File: src/rtl/dcmac_0_ts_ctx_rmw_arb.sv
// Round-robin arbiter and read-modify-write sequencer for the per-ID
// timestamp context memory; one operation per cycle, clears take priority.
module dcmac_0_ts_ctx_rmw_arb #(
    parameter int NUM_REQ  = 2,
    parameter int NUM_ID   = 6,
    parameter int DW       = 16,
    parameter bit SATURATE = 1'b0,
    localparam int ID_W    = (NUM_ID == 1) ? 1 : $clog2(NUM_ID)
) (
    input  logic                    clk,
    input  logic                    rst_n,
    input  logic [NUM_REQ-1:0]      req_valid,
    input  logic [NUM_REQ*ID_W-1:0] req_id,
    input  logic [NUM_REQ*DW-1:0]   req_inc,
    output logic [NUM_REQ-1:0]      req_ready,
    input  logic                    clr_valid,
    input  logic [ID_W-1:0]         clr_id,
    output logic                    clr_ready,
    output logic                    rsp_valid,
    output logic [2:0]              rsp_src,
    output logic [ID_W-1:0]         rsp_id,
    output logic [DW-1:0]           rsp_old,
    output logic [DW-1:0]           rsp_new,
    output logic                    rsp_ovf,
    output logic [ID_W-1:0]         mem_rd_id,
    output logic                    mem_ena,
    output logic [DW-1:0]           mem_dat,
    output logic                    mem_rd_during_wr,
    input  logic [DW-1:0]           mem_q,
    input  logic                    mem_init
);

    localparam int PW = (NUM_REQ <= 2) ? 1 : $clog2(NUM_REQ);

    logic [PW-1:0]   rr_q, rr_d;
    logic            gnt_req, gnt_any;
    int              sel, idx;
    logic [2:0]      a_src;
    logic [DW-1:0]   a_inc;

    logic            b_vld_q, b_clr_q;
    logic [2:0]      b_src_q;
    logic [ID_W-1:0] b_id_q;
    logic [DW-1:0]   b_inc_q;
    logic [DW:0]     b_sum;
    logic [DW-1:0]   b_new;
    logic            b_ovf;

    logic            rsp_valid_q, rsp_ovf_q;
    logic [2:0]      rsp_src_q;
    logic [ID_W-1:0] rsp_id_q;
    logic [DW-1:0]   rsp_old_q, rsp_new_q;

    always_comb begin
        req_ready = '0;
        clr_ready = 1'b0;
        gnt_req   = 1'b0;
        sel       = 0;
        idx       = 0;
        mem_rd_id = '0;
        rr_d      = rr_q;
        a_src     = 3'd7;
        a_inc     = '0;
        if (!mem_init) begin
            if (clr_valid) begin
                clr_ready = 1'b1;
                mem_rd_id = clr_id;
            end else begin
                for (int k = 0; k < NUM_REQ; k++) begin
                    idx = (int'(rr_q) + k) % NUM_REQ;
                    if (!gnt_req && req_valid[idx]) begin
                        gnt_req = 1'b1;
                        sel     = idx;
                    end
                end
                if (gnt_req) begin
                    req_ready[sel] = 1'b1;
                    mem_rd_id      = req_id[sel*ID_W +: ID_W];
                    a_src          = 3'(sel);
                    a_inc          = req_inc[sel*DW +: DW];
                    rr_d = (sel == NUM_REQ - 1) ? '0 : PW'(sel + 1);
                end
            end
        end
    end

    assign gnt_any = clr_ready | gnt_req;

    // Forwarding lets a same-ID op granted now read the value being written.
    assign mem_rd_during_wr = b_vld_q && gnt_any && (mem_rd_id == b_id_q);

    always_comb begin
        b_sum = {1'b0, mem_q} + {1'b0, b_inc_q};
        b_new = b_sum[DW-1:0];
        b_ovf = b_sum[DW];
        if (SATURATE && b_sum[DW]) begin
            b_new = '1;
        end
        if (b_clr_q) begin
            b_new = '0;
            b_ovf = 1'b0;
        end
    end

    assign mem_ena = b_vld_q;
    assign mem_dat = b_new;

    always_ff @(posedge clk or negedge rst_n) begin
        if (!rst_n) begin
            rr_q        <= '0;
            b_vld_q     <= 1'b0;
            b_clr_q     <= 1'b0;
            b_src_q     <= '0;
            b_id_q      <= '0;
            b_inc_q     <= '0;
            rsp_valid_q <= 1'b0;
            rsp_src_q   <= '0;
            rsp_id_q    <= '0;
            rsp_old_q   <= '0;
            rsp_new_q   <= '0;
            rsp_ovf_q   <= 1'b0;
        end else begin
            rr_q        <= rr_d;
            b_vld_q     <= gnt_any;
            b_clr_q     <= clr_ready;
            rsp_valid_q <= b_vld_q;
            if (gnt_any) begin
                b_src_q <= a_src;
                b_id_q  <= mem_rd_id;
                b_inc_q <= a_inc;
            end
            if (b_vld_q) begin
                rsp_src_q <= b_src_q;
                rsp_id_q  <= b_id_q;
                rsp_old_q <= mem_q;
                rsp_new_q <= b_new;
                rsp_ovf_q <= b_ovf;
            end
        end
    end

    assign rsp_valid = rsp_valid_q;
    assign rsp_src   = rsp_src_q;
    assign rsp_id    = rsp_id_q;
    assign rsp_old   = rsp_old_q;
    assign rsp_new   = rsp_new_q;
    assign rsp_ovf   = rsp_ovf_q;

endmodule

File: config.mk
export PLATFORM = sky130hd
export DESIGN_NAME = dcmac_0_ts_ctx_rmw_arb
export DESIGN_NICKNAME = d
export VERILOG_FILES = /design/src/rtl/dcmac_0_ts_ctx_rmw_arb.sv
export SDC_FILE = /design/constraint.sdc
export NUM_CORES = 1
export LEC_CHECK = 0
export CAP_MARGIN = 15
export CORE_ASPECT_RATIO = 0.9
export CORE_MARGIN = 2
export CORE_UTILIZATION = 45
export DETAILED_ROUTE_END_ITERATION = 6
export PLACE_DENSITY = 0.81
export SLEW_MARGIN = 25
export SYNTH_ARGS = -nofsm -noshare
export SYNTH_HDL_FRONTEND = slang
export SYNTH_SLANG_ARGS = --single-unit
export TNS_END_PERCENT = 1
File: constraint.sdc
create_clock -name clk -period 3.9 [get_ports clk]
set_clock_uncertainty 0.1 [all_clocks]
set_input_delay 0.78 -clock clk [delete_from_list [all_inputs] [get_ports clk]]
set_output_delay 0.78 -clock clk [all_outputs]
set_load 0.03 [all_outputs]
### Yosys cells after proc, flatten, opt, wreduce, memory -nomap -nowiden

Cells that the tools add are included.

| word-level totals | value |
|---|---|
| word-level logic and storage cells | 70 |
| output and inout bits | 64 |
| bits of input ports | 63 |
| register bits | 65 |

| cells by class | value |
|---|---|
| shift-type cells | 2 |
| reductions and logical operators | 6 |
| bitwise logic cells | 4 |
| equal/unequal tests | 2 |
| multipliers | 1 |
| order comparisons | 4 |
| muxes and demuxes | 36 |
| add/subtract/negate cells | 3 |

Operators with widths:

| operator | number |
|---|---|
| $mux W32 | 3 |
| $mux W16 | 4 |
| $eq A32 B2 Y1 const B | 1 |
| $ge A32 B1 Y1 const B | 1 |
| $lt A32 B3 Y1 const B | 1 |
| $mul A32 B3 Y32 const B | 1 |
| $shiftx A32 B32 Y16 | 1 |
| $shiftx A6 B32 Y3 | 1 |
| $mux W1 | 19 |
| $mux W3 | 6 |
| $add A16 B16 Y17 | 1 |
| $mux W2 | 3 |
| $logic_and A1 B1 Y1 | 4 |
| $eq A3 B3 Y1 | 1 |
| $lt A2 B3 Y1 const B | 1 |
| $reduce_and A3 Y1 | 1 |
| $add A1 B1 Y1 const B | 2 |
| $lt A1 B2 Y1 const B | 1 |
| $not A1 Y1 | 2 |
| $and A1 B1 Y1 const A | 1 |
| $demux W1 S1 | 1 |
| $logic_not A1 Y1 | 1 |
| $or A1 B1 Y1 | 1 |

### Logic depth before layout (Yosys ltp)

Gate-level depths: netlist (run 1).

| depth | value |
|---|---|
| depth in word-level cells | 17 |
| depth in mapped cells | 8 |
| depth with buffers taken out | 8 |

### Worst setup path after synthesis (run 1)

No wires, ideal clock.

| path | value |
|---|---|
| path type | input -> output |
| start | in clr_valid |
| end | out mem_rd_during_wr |
| required time | 3,020 ps |
| path buffers | 0 |
| arrival time | 3,002 ps |
| stages on the path | 6 |
| slack | 18 ps |
| path through | nor2_1 nand2_1 a21oi_1 a221o_1 xor2_1 a2111oi_2 |

| between the ends | value |
|---|---|
| elaborated cells between the ends (all ways) | 10 |
| those cells by class | 1 x eq/ne; 6 x mux; 1 x bitwise; 2 x reduce/logical |

RTL lines:

| item | line | text |
|---|---|---|
| start, declared | 16 | `input logic clr_valid,` |
| $mux W3 | 65 | `if (clr_valid) begin` |
| $mux W3 | 64 | `if (!mem_init) begin` |
| net mem_rd_id[2] | 25 | `output logic [ID_W-1:0] mem_rd_id,` |
| $eq A3 B3 Y1 | 90 | `assign mem_rd_during_wr = b_vld_q && gnt_any && (mem_rd_id == b_id_q);` |
| $logic_and A1 B1 Y1 | 90 |  |
| end, declared | 28 | `output logic mem_rd_during_wr,` |

The timed path passes the listed nets, and every way through them passes these cells.

### Worst setup path in the final report (run 1)

| path | value |
|---|---|
| start | in mem_q[4] |
| end | out mem_dat[8] |

| between the ends | value |
|---|---|
| word-level cells in the longest chain between the ends | 2 |

RTL lines:

| item | line | text |
|---|---|---|
| start, declared | 29 | `input logic [DW-1:0] mem_q,` |
| $add A16 B16 Y17 | 93 | `b_sum = {1'b0, mem_q} + {1'b0, b_inc_q};` |
| $mux W16 | 99 | `if (b_clr_q) begin` |
| end, declared | 27 | `output logic [DW-1:0] mem_dat,` |

Every way passes these cells.

==> impl_results.rst, run 1 <==
.. list-table::
   :header-rows: 1

   * - Metric
     - Value
   * - Transition time at the pin with the least slew margin
     - 919 ps
   * - Detailed-routing iteration count for the pre-antenna-repair pass
     - 6
   * - Finish-stage setup viols
     - 0
   * - Post-CTS Hold Buffers
     - 0
   * - Max Cap Violations
     - 0
   * - Crit Reg-Reg Endpoint
     - rsp_new[6]
   * - Routed wirelength normalized by instance count
     - 16.7 µm
   * - Site Rows
     - 30
   * - GP Congestion
     - 1.02
   * - Worst reg2reg startpoint
     - b_inc_q[0]
   * - First-pass GRT wire length
     - 14500 µm
   * - Post-route antenna net violation count
     - 0
   * - Status
     - completed
   * - Die Span X
     - 96.1 µm
   * - Total die area
     - 8340 µm²
   * - Cell at the slowest stage of the critical path
     - clkdlybuf4s50_1
   * - Final worst path period share
     - 0.983
   * - Clock latency on the worst-skew pair
     - 350 ps
   * - Data required time at the worst endpoint
     - 3020 ps
   * - Clock transition time at the flip-flop clock pins of the worst setup and hold paths
     - 60 ps
   * - Fillers
     - 574
   * - Type of the worst min-delay path
     - reg2reg
   * - Leading cell type in the layout, fill and taps excluded
     - clkdlybuf4s50_1
   * - Commonest cells after routing, fill and taps aside
     - 111 x clkdlybuf4s50_1, 63 x dfrtp_1, 30 x buf_4
   * - Ports placed on the boundary
     - 127
   * - Synth Cell Area
     - 3430 µm²
   * - Number of cells produced by synthesis
     - 324
   * - Worst Setup Start Kind
     - input port
   * - Clock tree from TritonCTS
     - built
   * - # nets final
     - 540
   * - Endpoints failing hold
     - 0
   * - Post-synthesis async set-or-reset flop share
     - 1.00
   * - Post-synthesis register bit count
     - 63
   * - Final total power
     - 2.49 mW
   * - Top_reg_cell synth
     - dfrtp_1
   * - N_diodes
     - 0
   * - Port-buffer cells
     - 126
   * - Setup crit end kind
     - output port
   * - Worst Hold Endpoint
     - b_src_q[1]
   * - CTS Buf Count
     - 9
   * - Post-Route Utilization
     - 0.681
   * - Total via count in the routed design
     - 3113
   * - Part of the Yosys area used for sequential elements
     - 0.459
   * - Initial Util
     - 0.459
   * - Total of warnings raised by yosys
     - 0
   * - DRC violation total after the first TritonRoute iteration
     - 148
   * - Maximum fanout encountered on the critical timing path
     - 5
   * - Sequential standard cell area
     - 1580 µm²
   * - Via count of the first global-routing pass
     - 2966
   * - Start point of the worst min-delay path
     - b_src_q[1]
   * - Final HPWL DP
     - 6970 µm
   * - Number of antenna violations at the first check in global routing
     - 0
   * - Layout area overhead
     - 48.2%
   * - Synth cell types
     - 48
   * - H-tree depth
     - 3
   * - CTS Root Cell
     - clkbuf_8
   * - Worst reg-to-reg path cell count
     - 8
   * - Via density per instance
     - 5.56
   * - DIE HEIGHT
     - 86.9 µm
   * - Maximum number of pins on one net before global-route repair
     - 42
   * - Maximum cell stage delay along the critical path
     - 520 ps
   * - Instance count along the most critical hold path
     - 2
   * - Total global routing overflow
     - 0
   * - LEAKAGE
     - 2.27 nW
   * - Drt drc
     - 0
   * - Pwr/cell area
     - 489 nW/µm²
   * - Post-Route WL
     - 9360 µm
   * - Number of flops mapped to enable cells by yosys
     - 0
   * - Combined global-route utilization of all metal layers
     - 0.228
   * - IR drop worst, VDD
     - 0.000170 V
   * - Arrival @ worst endpoint
     - 2950 ps
   * - Worst reg-to-reg setup slack
     - 1560 ps
   * - Clock sink count
     - 63
   * - Syn_nets
     - 404
   * - Maximum clock insertion buffer count
     - 2
   * - Mean area per synthesized cell
     - 10.6 µm²
   * - Clock period minus worst slack
     - 3830 ps
   * - Number of pins exceeding their max-slew limit in the final report
     - 0
   * - Most frequent CP cell
     - buf_4
   * - Peak clock frequency supported by timing
     - 261 MHz
   * - CP Cell Sequence
     - clkdlybuf4s50_1, ha_2, a21oi_2, o211a_1, buf_4, o21bai_1, a21oi_1, xor2_1, nor2_1, buf_4
   * - Area occupied by multi-input gates
     - 1800 µm²
   * - Headroom to the max-slew limit
     - 0.388
   * - Fraction of layout cells with a size suffix above 1
     - 0.198
   * - Standard cell core area
     - 7470 µm²
   * - Critical path type
     - in2out
[cell families after synthesis]
| family | Yosys count | share of synthesized area |
|---|---|---|
| buffers and inverters | 27 | 0.0350 |
| multiplexers | 46 | 0.145 |
| XOR/XNOR | 12 | 0.0306 |
| AND/OR/NAND/NOR | 81 | 0.115 |
| AO/OA/AOI/OAI | 78 | 0.151 |
| flip-flops | 63 | 0.459 |
| adder cells (fa/ha/maj) | 17 | 0.0642 |
[how the worst max path moves through the flow]
stage | start | to | slack, ps | cells after the start
2_1_floorplan | clr_valid | mem_rd_during_wr | 20 | 6
3_3_place_gp | mem_q[0] | mem_dat[14] | -20 | 10
3_5_place_dp | mem_q[0] | mem_dat[8] | -90 | 11
4_1_cts | mem_q[0] | mem_dat[8] | 20 | 11
5_1_grt | mem_q[4] | mem_dat[8] | -30 | 10
6_report | mem_q[4] | mem_dat[8] | 70 | 10
[layout make-up]
type                            count  share of cell area
Tap cell                           96              0.0236
Clock buffer                       12              0.0305
Multi-Input combinational cell    234               0.355
Clock inverter                      3             0.00837
Sequential cell                    63               0.310
Timing Repair Buffer              143               0.266
Inverter                            9             0.00664
[layer usage]
metal	GRT usage	wire, µm
met5	0	0
met3	0.0511	562
met4	0.0597	141
met2	0.372	4590
met1	0.307	4060
[report_power, final]
group          switching (mW)  internal (mW)
Combinational           0.593          0.473
Clock                   0.249          0.325
Sequential             0.0771          0.769
Total                   0.919           1.57
[registers in the layout, indices dropped and copies added, names as in the netlist]
name and count:
b_inc_q 16, rsp_old 16, rsp_new 16, b_id_q 3, mem_ena 1, rsp_ovf 1, b_src_q 2, rsp_valid 1
rsp_src 2, rsp_id 3, b_clr_q 1, rr_q 1
[per-stage QoR]
step | hold WS [ps] | setup WS, ps | instance area, µm² | TNS, ps | std cells
6_report | 377 | 65.1 | 5080 | 0 | 560
5_1_grt | 412 | -26.8 | 5080 | -52.9 | 560
4_1_cts | 380 | 18.1 | 5020 | 0 | 559
3_5_place_dp | 364 | -85.3 | 4820 | -175 | 544
3_3_place_gp | 354 | -21.4 | 4820 | -53.6 | 544
2_1_floorplan | 341 | 17.5 | 3430 | 0 | 324
[synthesized netlist by cell type, drive strengths merged (2+ instances only)]
library cell / instances / area (µm²)
a21o: 9 / 67.6
a21oi: 13 / 65.1
a221o: 3 / 30.0
a31oi: 2 / 12.5
and2: 3 / 18.8
buf: 7 / 45.0
clkbuf: 11 / 41.3
dfrtp: 63 / 1580
ha: 16 / 200
inv: 8 / 30.0
mux2: 29 / 327
mux2i: 17 / 170
nand2: 15 / 56.3
nand2b: 3 / 18.8
nand3: 21 / 105
nand4: 4 / 25.0
nor2: 20 / 77.6
nor2b: 3 / 18.8
nor3: 7 / 40.0
o21a: 3 / 22.5
o21ai: 28 / 140
o21bai: 2 / 15.0
o2bb2ai: 6 / 52.6
o31ai: 4 / 30.0
o32ai: 2 / 17.5
or3: 2 / 12.5
xnor2: 6 / 52.6
xor2: 6 / 52.6
[worst max-delay path: cells and delay by family]
family / cells / cell delay (ps)
simple gates: 1 / 80
xor+xnor: 1 / 220
fa+ha+maj: 1 / 330
compound gates: 4 / 690
buf+inv: 3 / 840
[what timing repair did]
| item | 4_1_cts | 5_1_grt |
|---|---|---|
| buffers inserted | 0 | 1 |
| resized for setup | 3 | 11 |
| endpoints found under the setup margin | 4 | 7 |
| pin swaps | 4 | 6 |
Power figures use the tool's default switching activity.
==> run 2: changes to the inputs <==
- CAP_MARGIN: 15 -> 0
- CORE_ASPECT_RATIO: 0.9 -> unset
==> run 2 against run 1 <==
Sequential share of layout area decreased by 0.18 points; global-route usage decreased by 0.69 points; final area increased by 0.59%; critical path depth decreased by 1; wire length decreased by 3.1%; fmax increased by 0.79%; total power increased by 0.87%.
==> impl_results.rst, run 2 (synthesized netlist as in run 1, its figures left out) <==
.. list-table::
   :header-rows: 1

   * - Metric
     - Value
   * - Status
     - completed (unchanged)
   * - Via count of the first global-routing pass
     - 3026 (was 2966)
   * - Detailed-routing iteration count for the pre-antenna-repair pass
     - 4 (was 6)
   * - Critical path type
     - in2out (unchanged)
   * - Fillers
     - 539 (was 574)
   * - Type of the worst min-delay path
     - in2async (was reg2reg)
   * - Total global routing overflow
     - 0 (unchanged)
   * - Endpoints failing hold
     - 0 (unchanged)
   * - Commonest cells after routing, fill and taps aside
     - 110 x clkdlybuf4s50_1, 63 x dfrtp_1, 34 x buf_4 (was 111 x clkdlybuf4s50_1, 63 x dfrtp_1, 30 x buf_4)
   * - Layout area overhead
     - 49.0% (was 48.2%)
   * - Post-Route Utilization
     - 0.698 (was 0.681)
   * - DRC violation total after the first TritonRoute iteration
     - 100 (was 148)
   * - Data required time at the worst endpoint
     - 3020 ps (about the same)
   * - Final HPWL DP
     - 7030 µm (was 6970 µm)
   * - Post-CTS Hold Buffers
     - 0 (unchanged)
   * - IR drop worst, VDD
     - 0.000234 V (was 0.000170 V)
   * - Post-route antenna net violation count
     - 0 (unchanged)
   * - Worst reg-to-reg path cell count
     - 9 (was 8)
   * - Worst reg-to-reg setup slack
     - 1450 ps (was 1560 ps)
   * - First-pass GRT wire length
     - 14600 µm (was 14500 µm)
   * - Standard cell core area
     - 7330 µm² (was 7470 µm²)
   * - Post-route standard cell area excluding fillers
     - 5110 µm² (was 5080 µm²)
   * - Dpl cell area
     - 4830 µm² (was 4820 µm²)
   * - Port-buffer cells
     - 126 (unchanged)
   * - Maximum number of pins on one net before global-route repair
     - 43 (was 42)
   * - Non-filler cells, final
     - 566 (was 560)
   * - Clock period minus worst slack
     - 3800 ps (was 3830 ps)
   * - Total via count in the routed design
     - 3015 (was 3113)
   * - Number of antenna violations at the first check in global routing
     - 0 (unchanged)
   * - Site Rows
     - 31 (was 30)
   * - DIE HEIGHT
     - 91.3 µm (was 86.9 µm)
   * - Startpoint of the worst setup timing path
     - mem_q[4] (unchanged)
   * - Final worst path period share
     - 0.976 (was 0.983)
   * - Combined global-route utilization of all metal layers
     - 0.221 (was 0.228)
   * - Maximum clock insertion buffer count
     - 2 (unchanged)
   * - Clock latency on the worst-skew pair
     - 340 ps (was 350 ps)
   * - H-tree depth
     - 3 (unchanged)
   * - Setup repair after global routing missed its margin
     - false
   * - Maximum fanout encountered on the critical timing path
     - 5 (unchanged)
   * - Leading cell type in the layout, fill and taps excluded
     - clkdlybuf4s50_1 (unchanged)
   * - Routed wirelength normalized by instance count
     - 16.0 µm (was 16.7 µm)
   * - Setup crit end kind
     - output port (unchanged)
   * - Fraction of layout cells with a size suffix above 1
     - 0.201 (was 0.198)
   * - CTS Root Cell
     - clkbuf_8 (unchanged)
   * - Setup_tns
     - 0 ps (unchanged)
   * - Number of pins exceeding their max-slew limit in the final report
     - 0 (unchanged)
   * - CTS Buf Count
     - 9 (unchanged)
   * - # nets final
     - 544 (was 540)
   * - Placed Instances
     - 548 (was 544)
   * - Drt drc
     - 0 (unchanged)
   * - Crit Reg-Reg Endpoint
     - rsp_new[14] (was rsp_new[6])
   * - Peak clock frequency supported by timing
     - 263 MHz (was 261 MHz)
   * - Worst reg2reg startpoint
     - b_inc_q[4] (was b_inc_q[0])
   * - Max Cap Violations
     - 0 (unchanged)
   * - Post-Route WL
     - 9070 µm (was 9360 µm)
   * - Transition time at the pin with the least slew margin
     - 710 ps (was 919 ps)
   * - Setup crit end
     - mem_dat[14] (was mem_dat[8])
   * - Initial Util
     - 0.468 (was 0.459)
   * - Finish-stage setup viols
     - 0 (unchanged)
   * - GP Congestion
     - 0.906 (was 1.02)
   * - Worst Setup Start Kind
     - input port (unchanged)
   * - Clock transition time at the flip-flop clock pins of the worst setup and hold paths
     - 70 ps (was 60 ps)
   * - Pwr/cell area
     - 490 nW/µm² (was 489 nW/µm²)
   * - Arrival @ worst endpoint
     - 2920 ps (was 2950 ps)
   * - Via density per instance
     - 5.33 (was 5.56)
   * - Clock tree from TritonCTS
     - built (unchanged)
   * - Clock sink count
     - 63 (unchanged)
   * - Headroom to the max-slew limit
     - 0.526 (was 0.388)
   * - Hold WS
     - 288 ps (was 377 ps)
   * - Total die area
     - 8340 µm² (about the same)
   * - Ports placed on the boundary
     - 127 (unchanged)
   * - LEAKAGE
     - 2.29 nW (was 2.27 nW)
   * - N_diodes
     - 0 (unchanged)
   * - Die Span X
     - 91.3 µm (was 96.1 µm)
==> run 2: cell count changes in the layout (fill, tap and decap cells not counted), sizes merged <==
cell | previous run | this run
buf | 31 | 35
clkbuf | 12 | 10
bufinv | 1 | 2
clkdlybuf4s50 | 111 | 110
dlymetal6s2s | 1 | 2
==> run 2: critical path, cell delays in order <==
cell	delay, ps
clkdlybuf4s50_1	440
ha_2	390
nand2_1	90
o211a_1	250
nor2_2	170
o221ai_2	150
o21ai_2	140
mux2_1	330
buf_4	170
==> run 2: layout make-up <==
type | count | area [µm²] | share of cell area
Multi-Input combinational cell | 234 | 1790 | 0.351
Clock buffer | 10 | 128 | 0.0250
Timing Repair Buffer | 147 | 1390 | 0.271
Sequential cell | 63 | 1580 | 0.308
Inverter | 9 | 33.8 | 0.00660
Tap cell | 99 | 124 | 0.0242
Clock inverter | 4 | 72.6 | 0.0142
==> run 2: through the flow <==
stage | power (mW) | setup slack [ps]
2_1_floorplan | 1.45 | 17.5
3_3_place_gp | 1.88 | -48.7
3_5_place_dp | 1.90 | -127
4_1_cts | 2.50 | 21.1
5_1_grt | 2.62 | 5.56
6_report | 2.51 | 95.2
==> run 2: repair_timing <==
item / in CTS / in global routing
buffers inserted: 0 / 4
resized for setup: 3 / 10
pin swaps: 3 / 4
endpoints found under the setup margin: 4 / 6
==> run 2: power by group <==
part	leakage, nW	switching [mW]	total, mW	internal [mW]
clock	0.0982	0.252	0.604	0.352
sequential	0.774	0.0753	0.845	0.769
combinational	1.42	0.584	1.06	0.476
==> run 2: worst min-delay path by stage <==
stage | startpoint | end | depth (start not counted)
2_1_floorplan | b_src_q[1] | b_src_q[1] | 2
3_3_place_gp | b_src_q[1] | b_src_q[1] | 2
3_5_place_dp | b_src_q[1] | b_src_q[1] | 2
4_1_cts | rst_n | rsp_new[2] | 1
5_1_grt | rst_n | rsp_new[1] | 1
6_report | rst_n | rsp_new[1] | 1
==> run 2: routing by layer <==
| layer | share of wire | global-route usage |
|---|---|---|
| met1 | 0.44 | 0.286 |
| met2 | 0.50 | 0.370 |
| met3 | 0.041 | 0.0423 |
| met4 | 0.019 | 0.0783 |
| met5 | 0 | 0 |
==> run 3: changes to the inputs <==
- CAP_MARGIN: 0 -> 20
==> results of run 3 <==
Same layout as run 2: the final DEF is identical, and so are final timing and power.
